**src/rtl/hdlc_rx_channel.sv**
```systemverilog
`default_nettype none
// ============================================================================
// Module  : hdlc_rx_channel
// Brief   : HDLC serial receive front end. Detects flag, abort and idle,
//           removes stuffed zeros, and assembles LSB-first payload bytes.
// Revision: 1.0
// ============================================================================
module hdlc_rx_channel #(
  parameter int IDLE_LEN  = 15,
  parameter int STUFF_RUN = 5
) (
  input  logic       Clk,
  input  logic       Rst,
  input  logic       Rx,
  output logic [7:0] Rx_Data,
  output logic       Rx_NewByte,
  output logic       Rx_ValidFrame,
  output logic       Rx_EoF,
  output logic       Rx_FlagDetect,
  output logic       Rx_AbortDetect,
  output logic       Rx_AbortSignal,
  output logic       Rx_FrameError,
  output logic       Rx_Idle
);

  localparam int                  c_ONES_W    = $clog2(IDLE_LEN + 1);
  localparam logic [c_ONES_W-1:0] c_IDLE_MAX  = c_ONES_W'(IDLE_LEN);
  localparam logic [c_ONES_W-1:0] c_STUFF_MAX = c_ONES_W'(STUFF_RUN);
  // Window bit [0] is the oldest bit on the line.
  localparam logic [7:0]          c_FLAG_PAT  = 8'b0111_1110;
  localparam logic [7:0]          c_ABORT_PAT = 8'b1111_1110;

  typedef enum logic [0:0] {
    HUNT  = 1'b0,
    FRAME = 1'b1
  } state_t;

  state_t r_state;
  state_t w_stateNext;

  logic                r_rx;
  logic                r_rxVld;
  logic                r_rxTag;
  logic [c_ONES_W-1:0] r_ones;
  logic [7:0]          r_win;
  logic [7:0]          r_winVld;
  logic [7:0]          r_winTag;
  logic [2:0]          r_bitCnt;
  logic [6:0]          r_asm;
  logic                r_gotByte;
  logic                r_eofPend;
  logic                r_ferrPend;

  logic w_full;
  logic w_flag;
  logic w_abort;
  logic w_commit;
  logic w_startFrame;
  logic w_endFrame;
  logic w_abortFrame;

  assign w_full   = &r_winVld;
  assign w_flag   = w_full && (r_win == c_FLAG_PAT);
  assign w_abort  = w_full && (r_win == c_ABORT_PAT);
  assign w_commit = (r_state == FRAME) && r_winVld[0] && !r_winTag[0] && !w_flag && !w_abort;

  assign Rx_ValidFrame = (r_state == FRAME);
  assign Rx_Idle       = (r_ones == c_IDLE_MAX) && (r_state == HUNT);

  always_ff @(posedge Clk) begin
    if (Rst) begin
      r_state <= HUNT;
    end else begin
      r_state <= w_stateNext;
    end
  end

  always_comb begin
    w_stateNext  = r_state;
    w_startFrame = 1'b0;
    w_endFrame   = 1'b0;
    w_abortFrame = 1'b0;
    case (r_state)
      HUNT: begin
        if (Rx_FlagDetect) begin
          w_stateNext  = FRAME;
          w_startFrame = 1'b1;
        end
      end
      FRAME: begin
        if (Rx_AbortDetect) begin
          w_stateNext  = HUNT;
          w_abortFrame = 1'b1;
        end else if (Rx_FlagDetect && (r_gotByte || (r_bitCnt != 3'd0))) begin
          // An empty frame between flags is just a repeated opening flag.
          w_stateNext = HUNT;
          w_endFrame  = 1'b1;
        end
      end
      default: w_stateNext = HUNT;
    endcase
  end

  always_ff @(posedge Clk) begin
    if (Rst) begin
      r_rx           <= 1'b0;
      r_rxVld        <= 1'b0;
      r_rxTag        <= 1'b0;
      r_ones         <= '0;
      r_win          <= 8'h00;
      r_winVld       <= 8'h00;
      r_winTag       <= 8'h00;
      r_bitCnt       <= 3'd0;
      r_asm          <= 7'd0;
      r_gotByte      <= 1'b0;
      r_eofPend      <= 1'b0;
      r_ferrPend     <= 1'b0;
      Rx_Data        <= 8'h00;
      Rx_NewByte     <= 1'b0;
      Rx_EoF         <= 1'b0;
      Rx_FlagDetect  <= 1'b0;
      Rx_AbortDetect <= 1'b0;
      Rx_AbortSignal <= 1'b0;
      Rx_FrameError  <= 1'b0;
    end else begin
      r_rx    <= Rx;
      r_rxVld <= 1'b1;
      r_rxTag <= (Rx == 1'b0) && (r_ones == c_STUFF_MAX);
      if (Rx == 1'b0) begin
        r_ones <= '0;
      end else if (r_ones != c_IDLE_MAX) begin
        r_ones <= r_ones + 1'b1;
      end

      // A detected pattern is flushed so none of its bits reach the assembler.
      if (w_flag || w_abort) begin
        r_win    <= {r_rx, 7'd0};
        r_winVld <= {r_rxVld, 7'd0};
        r_winTag <= {r_rxTag, 7'd0};
      end else begin
        r_win    <= {r_rx, r_win[7:1]};
        r_winVld <= {r_rxVld, r_winVld[7:1]};
        r_winTag <= {r_rxTag, r_winTag[7:1]};
      end
      Rx_FlagDetect  <= w_flag;
      Rx_AbortDetect <= w_abort;

      Rx_NewByte <= 1'b0;
      if (w_startFrame || w_endFrame || w_abortFrame) begin
        r_bitCnt  <= 3'd0;
        r_gotByte <= 1'b0;
      end else if (w_commit) begin
        r_asm    <= {r_win[0], r_asm[6:1]};
        r_bitCnt <= r_bitCnt + 3'd1;
        if (r_bitCnt == 3'd7) begin
          Rx_Data    <= {r_win[0], r_asm};
          Rx_NewByte <= 1'b1;
          r_gotByte  <= 1'b1;
        end
      end

      Rx_AbortSignal <= w_abortFrame;
      r_eofPend      <= w_endFrame || w_abortFrame;
      r_ferrPend     <= w_endFrame && (r_bitCnt != 3'd0);
      Rx_EoF         <= r_eofPend;
      Rx_FrameError  <= r_ferrPend;
    end
  end

endmodule
`default_nettype wire

```
**config.mk**
```make
export PLATFORM = sky130hd
export DESIGN_NAME = hdlc_rx_channel
export DESIGN_NICKNAME = d
export VERILOG_FILES = /design/src/rtl/hdlc_rx_channel.sv
export SDC_FILE = /design/constraint.sdc
export NUM_CORES = 1
export LEC_CHECK = 0
export CAP_MARGIN = 20
export CORE_ASPECT_RATIO = 0.8
export CORE_MARGIN = 2
export CORE_UTILIZATION = 55
export DETAILED_ROUTE_END_ITERATION = 6
export PLACE_DENSITY = 0.77
export SYNTH_ARGS = -nofsm -noshare
export SYNTH_HDL_FRONTEND = slang
export SYNTH_SLANG_ARGS = --single-unit
```
**constraint.sdc**
```tcl
create_clock -name Clk -period 3.6 [get_ports Clk]
set_input_delay 1.08 -clock Clk [delete_from_list [all_inputs] [get_ports Clk]]
set_output_delay 1.08 -clock Clk [all_outputs]
set_load 0.005 [all_outputs]
```
==> Word-level counts from Yosys, hierarchy flattened <==
Cells that the tools add are included.
W data, S select, Z words.
{ "word_totals": {"elab_cells": 74, "in_bits": 3, "reg_bits": 59} }
{ "op_classes": {"reduce_logical": 27, "add_sub_neg": 2, "bitwise_logic": 4, "eq_ne": 6, "n_mux": 12} }
{ "ops": {"columns": ["cell", "count"], "rows": [
  ["$mux W1", 11],
  ["$logic_and A1 B1 Y1", 10],
  ["$eq A8 B7 Y1 const B", 1],
  ["$eq A8 B8 Y1 const B", 1],
  ["$reduce_and A8 Y1", 1],
  ["$reduce_or A2 Y1", 3],
  ["$logic_or A1 B1 Y1", 5],
  ["$add A4 B1 Y4 const B", 1],
  ["$eq A4 B3 Y1 const B", 1],
  ["$eq A4 B4 Y1 const B", 1],
  ["$ne A4 B4 Y1 const B", 1],
  ["$not A1 Y1", 4],
  ["$reduce_and A2 Y1", 2],
  ["$add A3 B1 Y3 const B", 1],
  ["$eq A3 B3 Y1 const B", 1],
  ["$logic_not A1 Y1", 3],
  ["$reduce_and A3 Y1", 1],
  ["$reduce_bool A3 Y1", 1],
  ["$reduce_or A3 Y1", 1],
  ["$pmux W1 S2", 1]
]} }

==> Longest topological paths before layout <==
Gate-level depths: netlist of the first run.
{ "logic_depth": {"depth_word": 10, "depth_mapped": 6, "depth_no_buf": 6} }

==> Worst setup path before layout of the first run <==
Ideal clock, no wire load.
{ "synth_timing": {"kind": "input to register", "start": "in Rst", "end": "reg Rx_Data[0]", "required_time_ns": 3.542, "setup_time_ns": 0.058, "t_arrival_ns": 1.911, "path_stages": 4, "path_slack_ns": 1.631, "path_cell_list": "inv_1 > clkbuf_1 > clkbuf_1 > a31o_2"} }
{ "synth_lines": {"columns": ["element", "line_no", "text"], "rows": [
  ["start, declared", "13", "input logic Rst,"],
  ["end signal, assigned", "156", "Rx_Data <= {r_win[0], r_asm};"],
  ["end, declared", "15", "output logic [7:0] Rx_Data,"]
]} }
No word-level cell between the ends.

==> Worst setup path in the final report of the first run <==
{ "layout_timing": {"start": "reg r_ones[0]", "end": "out Rx_Idle"} }
{ "layout_between": {"elab_chain_cells": 2} }
{ "layout_lines": {"columns": ["element", "line_no", "text"], "rows": [
  ["start, declared", "44", "logic [c_ONES_W-1:0] r_ones;"],
  ["start signal, assigned", "132", "r_ones <= r_ones + 1'b1;"],
  ["$eq A4 B4 Y1", "68", "assign Rx_Idle = (r_ones == c_IDLE_MAX) && (r_state == HUNT);"],
  ["$logic_and A1 B1 Y1", "68", null],
  ["end, declared", "23", "output logic Rx_Idle"]
]} }
Every way passes these cells.

==> results of run 1 <==
==> sequential cells by signal (all words and copies together) (netlist names), 3 cells and up <==
register / flops
Rx_Data: 8
r_winTag: 8
r_winVld: 8
r_win: 8
r_asm: 7
r_ones: 4
r_bitCnt: 3
==> cells by family after synthesis <==
family,synth area share
DFF,0.569
muxes,0.0386
AOI/OAI and AO/OA,0.0838
adders and majority gates,0.0301
xor gates and xnor gates,0.00422
and+or+nand+nor,0.234
buffers and inverters,0.0404
==> Yosys cell counts (all sizes together) <==
library cell | count | share of area
a211o | 1 | 0.0042
a211oi | 1 | 0.0036
a21bo | 1 | 0.0048
a21boi | 3 | 0.011
a21oi | 1 | 0.0024
a221oi | 2 | 0.011
a31o | 8 | 0.034
a31oi | 1 | 0.0030
and3 | 23 | 0.069
and4 | 1 | 0.0042
buf | 5 | 0.022
clkbuf | 5 | 0.0090
dfxtp | 59 | 0.57
ha | 5 | 0.030
inv | 5 | 0.0090
mux2i | 8 | 0.039
nand2 | 14 | 0.029
nand3 | 7 | 0.023
nand3b | 1 | 0.0036
nand4 | 2 | 0.0060
nand4b | 1 | 0.0042
nand4bb | 1 | 0.013
nor2 | 10 | 0.018
nor2b | 6 | 0.018
nor3 | 11 | 0.027
nor3b | 1 | 0.0036
nor4 | 1 | 0.0030
nor4b | 1 | 0.0042
o21ai | 4 | 0.0096
or3b | 1 | 0.0042
or4 | 1 | 0.0036
xnor2 | 1 | 0.0042
==> critical path, cell delays in order, from the launching register on <==
cell             delay, ns
dfxtp_1               0.41
ha_1                  0.25
nand3_1               0.19
nor2_1                0.19
clkdlybuf4s50_1       0.54
==> metrics by stage <==
stage	instances	area [um2]	setup slack, ns	hold slack [ns]
floorplan	192	2080	1.63	0.404
global placement	245	2270	0.961	0.422
detailed placement	245	2270	0.868	0.425
CTS	261	2510	0.604	0.445
global route	261	2510	0.480	0.466
finish	261	2510	0.618	0.445
==> layout make-up <==
cell class / count / share of cell area
sequential: 59 / 0.470
clock inverter: 3 / 0.0269
timing repair buffer: 21 / 0.0807
inverter: 5 / 0.00747
clock buffer: 13 / 0.0712
multi-input combinational: 118 / 0.323
tap: 42 / 0.0209
==> power breakdown <==
group          internal, mW  switching (mW)  total [mW]  leakage [nW]
logic               0.00724          0.0116      0.0189         0.470
clock network         0.465           0.246       0.711         0.122
registers             0.658         0.00360       0.662         0.477
==> how the worst max path moves through the flow <==
| stage | startpoint | endpoint | slack, ns | cells after the start |
|---|---|---|---|---|
| 2_1_floorplan | Rst | Rx_Data[0] | 1.63 | 4 |
| 5_1_grt | r_ones[0] | Rx_Idle | 0.48 | 4 |
| 3_5_place_dp | Rst | Rx_Data[4] | 0.87 | 5 |
| 3_3_place_gp | Rst | Rx_Data[4] | 0.96 | 5 |
| 6_report | r_ones[0] | Rx_Idle | 0.62 | 4 |
| 4_1_cts | r_ones[0] | Rx_Idle | 0.60 | 4 |
==> layer usage <==
layer | wire length [um] | track usage | part of all wire
met1 | 1840 | 0.278 | 0.45
met2 | 1960 | 0.340 | 0.49
met3 | 186 | 0.0856 | 0.046
met4 | 57 | 0.106 | 0.014
met5 | 0 | 0 | 0
==> flow_summary.toml, run 1 <==
[run_status]
status = "complete, no violations"

[final_layout]
area.growth.synth_to_final_pct = 21.0
antenna_cells = 0
final_core_util = 0.714
drive_gt1_frac = 0.146
regArea_um2 = 1180
mostFrequentLayoutCells = "dfxtp_1 (59), and3_1 (23), clkdlybuf4s50_1 (18)"
layout_commonest_cell = "dfxtp_1"
nNetsFinal = 222
fillCellCount = 263
multi_input_comb_area_um2 = 811

[sta]
maxSlewHeadroom = 0.452
worst_pin_slew_ns = 0.821
setup_viol = 0
min_period_ns = 2.98
hold_violations = 0
maxSlewViolCount = 0
finClkSkew_ns = 0.00364
rsz0062_at_grt = "false"
tns_ns = 0
min_period_over_period = 0.828
max_freq_mhz = 335

[clock_tree]
cts_inserted_buffers = 9
clock_path_buffers = 2
root_buffer = "clkbuf_8"
clk_pin_slew_ns = 0.06
cts_tree = "built"
hold_buffers = 0
postCtsResizedCells = 0
h-tree-depth = 3
postCtsSetupBuffers = 0
cts_sinks = 59
insertion_delay_ns = 0.33

[floorplan]
coreArea_um2 = 3520
die_y_um = 58.9
die_area_um2 = 4280
rows = 19
initial_core_util = 0.590
die_x_um = 72.7
ios = 19

[global_route]
antenna_found_initial = 0
overflow = 0
grt_pass1_vias = 1521
grt_max_degree = 29
grt.total_usage = 0.222
grt_pass1_wl_um = 6980

[hold_path]
hold_start = "r_win[7]"
hold_path_depth = 1
hold_path.class = "reg -> reg"
whs_endpoint = "Rx_FlagDetect"

[power]
ir_worst_vdd_mv = 0.327
power_mw = 1.39
leakagePower_nw = 1.07
cellPowerDensity_nw_per_um2 = 554

[worst_setup_path]
worst-path-max-fanout = 5
reg2reg_depth = 4
required_ns = 2.52
r2r_slack_ns = 1.58
path_class = "reg -> out"
reg2reg_to = "r_asm[4]"
critPathArrivalTime_ns = 1.90
end_kind = "output port"
timing.rr.start = "r_win[0]"
cp-start-kind = "flop"

[place]
io_buffers = 18
dp.final_hpwl_um = 2700
gp_congestion = 0.741

[synthesis]
synth_cell_types = 39
synth_area_per_cell_um2 = 10.8
netlist_area_um2 = 2080
syn_inst = 192
yosys_warnings = 0
synth_fp_nets = 200
ys_seq_elements = 59
seq_area_frac_synth = 0.569

[routing]
postRouteAntennaNets = 0
drtPass1Iterations = 4
wl_per_cell_um = 15.5
first_iter_violations = 72
drt_wl_total_um = 4040
drc = 0
vias_per_cell = 5.66
num_vias = 1478

[flow_run]
maxCapViolCount = 0
No activity file was read; power rests on OpenSTA's default activity.
==> run 2, diff against run 1 <==
--- a/config.mk
+++ b/config.mk
@@ -8,9 +8,9 @@
 export CAP_MARGIN = 20
 export CORE_ASPECT_RATIO = 0.8
 export CORE_MARGIN = 2
-export CORE_UTILIZATION = 55
+export CORE_UTILIZATION = 50
 export DETAILED_ROUTE_END_ITERATION = 6
-export PLACE_DENSITY = 0.77
+export PLACE_DENSITY = 0.74
 export SYNTH_ARGS = -nofsm -noshare
 export SYNTH_HDL_FRONTEND = slang
 export SYNTH_SLANG_ARGS = --single-unit
==> constraint.sdc (replaced) <==
create_clock -name Clk -period 2.4 [get_ports Clk]
set_input_delay 0.72 -clock Clk [delete_from_list [all_inputs] [get_ports Clk]]
set_output_delay 0.72 -clock Clk [all_outputs]
set_load 0.005 [all_outputs]
==> flow_summary.toml, run 2 (synthesized netlist as in run 1, its figures left out) <==
[run_status]
status = "complete, no violations"

[power]
ir_worst_vdd_mv = 0.505
p_clk_frac = 0.473
pwr-share-seq = 0.511
leakagePower_nw = 1.08
power_mw = 1.94
pwr-share-comb = 0.017
intPower_mw = 1.57
power.switching_mw = 0.371
cellPowerDensity_nw_per_um2 = 766
swShare = 0.191

[routing]
drc = 0
postRouteAntennaNets = 0
wl_per_cell_um = 14.1
first_iter_violations = 71
drt_wl_total_um = 3860
num_vias = 1468
vias_per_cell = 5.36
drtPass1Iterations = 4

[sta]
hold_violations = 0
rsz0062_at_grt = "false"
finClkSkew_ns = 0.00439
maxSlewViolCount = 0
setup_viol = 0
min_period_ns = 2.29
min_period_over_period = 0.953
maxSlewHeadroom = 0.656
setup_ws_ns = 0.114
max_freq_mhz = 437
tns_ns = 0
worst_pin_slew_ns = 0.516

[final_layout]
mostFrequentLayoutCells = "dfxtp_1 (57), and3_1 (23), clkdlybuf4s50_1 (17)"
area.growth.synth_to_final_pct = 22.2
drive_gt1_frac = 0.160
nNetsFinal = 224
antenna_cells = 0
layout_commonest_cell = "dfxtp_1"

[floorplan]
ios = 19
rows = 20
die_area_um2 = 4690
initial_core_util = 0.535
die_x_um = 76.0
die_y_um = 61.6
coreArea_um2 = 3880

[clock_tree]
insertion_delay_ns = 0.33
h-tree-depth = 3
root_buffer = "clkbuf_8"
clk_pin_slew_ns = 0.06
clock_path_buffers = 2
cts_inserted_buffers = 9
hold_buffers = 0
cts_sinks = 59
cts_tree = "built"

[global_route]
antenna_found_initial = 0
grt.total_usage = 0.177
overflow = 0
grt_pass1_vias = 1374
grt_pass1_wl_um = 6150
grt_max_degree = 43

[worst_setup_path]
cp_top_family = "flip-flops"
crit_chain = "clkdlybuf4s50_1"
critPathBufInv = 1
crit_path_max_incr_delay_ns = 0.64
worst-path-max-fanout = 11
critPathArrivalTime_ns = 1.57
end_kind = "output port"
cp-start-kind = "flop"
required_ns = 1.68
path_class = "reg -> out"
critPathSlowestCell = "dfxtp_1"

[place]
dp.final_hpwl_um = 2540
gp_congestion = 0.781
place_ws_ns = 0.219
io_buffers = 18

[hold_path]
hold_path.class = "reg -> reg"

[flow_run]
maxCapViolCount = 0
==> run 2: cell types whose count changed in the layout (fill, tap and decap cells not counted), moves of 2 or more <==
cell      before  now
clkbuf_1       0    2
dfxtp_4        0    2
dfxtp_1       59   57
clkbuf_8      13    9
==> run 2: path summary, 6_finish.rpt <==
path	from	endpoint	slack, ns	cells past startpoint
max	Rx_ValidFrame	Rx_ValidFrame	0.11	1
max reg2reg	Rx_ValidFrame	Rx_Data[6]	0.46	4
min reg2reg	r_rx	r_win[7]	0.45	1
min	r_rx	r_win[7]	0.45	1
==> run 2: stage by stage <==
step | utilization | cells | cell area, um2 | hold WS, ns
final | 0.654 | 274 | 2540 | 0.451
after global routing | 0.654 | 274 | 2540 | 0.466
after CTS | 0.651 | 274 | 2530 | 0.457
after detailed placement | 0.595 | 260 | 2310 | 0.434
after global placement | 0.595 | 260 | 2310 | 0.417
after floorplan | - | 192 | 2080 | 0.404
==> run 2: power by group through the flow <==
stage          Clock, mW  Combinational [mW]  Sequential, mW
2_1_floorplan          0              0.0184            1.01
3_3_place_gp           0              0.0300            1.01
3_5_place_dp           0              0.0314            1.01
4_1_cts            0.933              0.0320           0.994
5_1_grt            0.974              0.0353           0.993
6_report           0.918              0.0322           0.992
==> run 2: final cells by class <==
cell class	instances	area (um2)
fill	300	1340
sequential	59	1190
multi-input combinational	118	831
timing repair buffer	23	233
clock buffer	11	131
tap	55	68.8
clock inverter	3	65.1
inverter	5	18.8
==> run 2: repair_timing <==
item,4_1_cts,5_1_grt
endpoints found under the setup margin,1,1
setup buffers,0,0
gates resized for setup,5,4
pin swaps,0,0
==> run 2: per-layer routing <==
layer  vias up  track usage  share of wire
met5         -            0              0
met4         0       0.0779         0.0075
met3         4       0.0850          0.063
met2        36        0.315           0.49
met1       701        0.185           0.44
li1        727            -              -
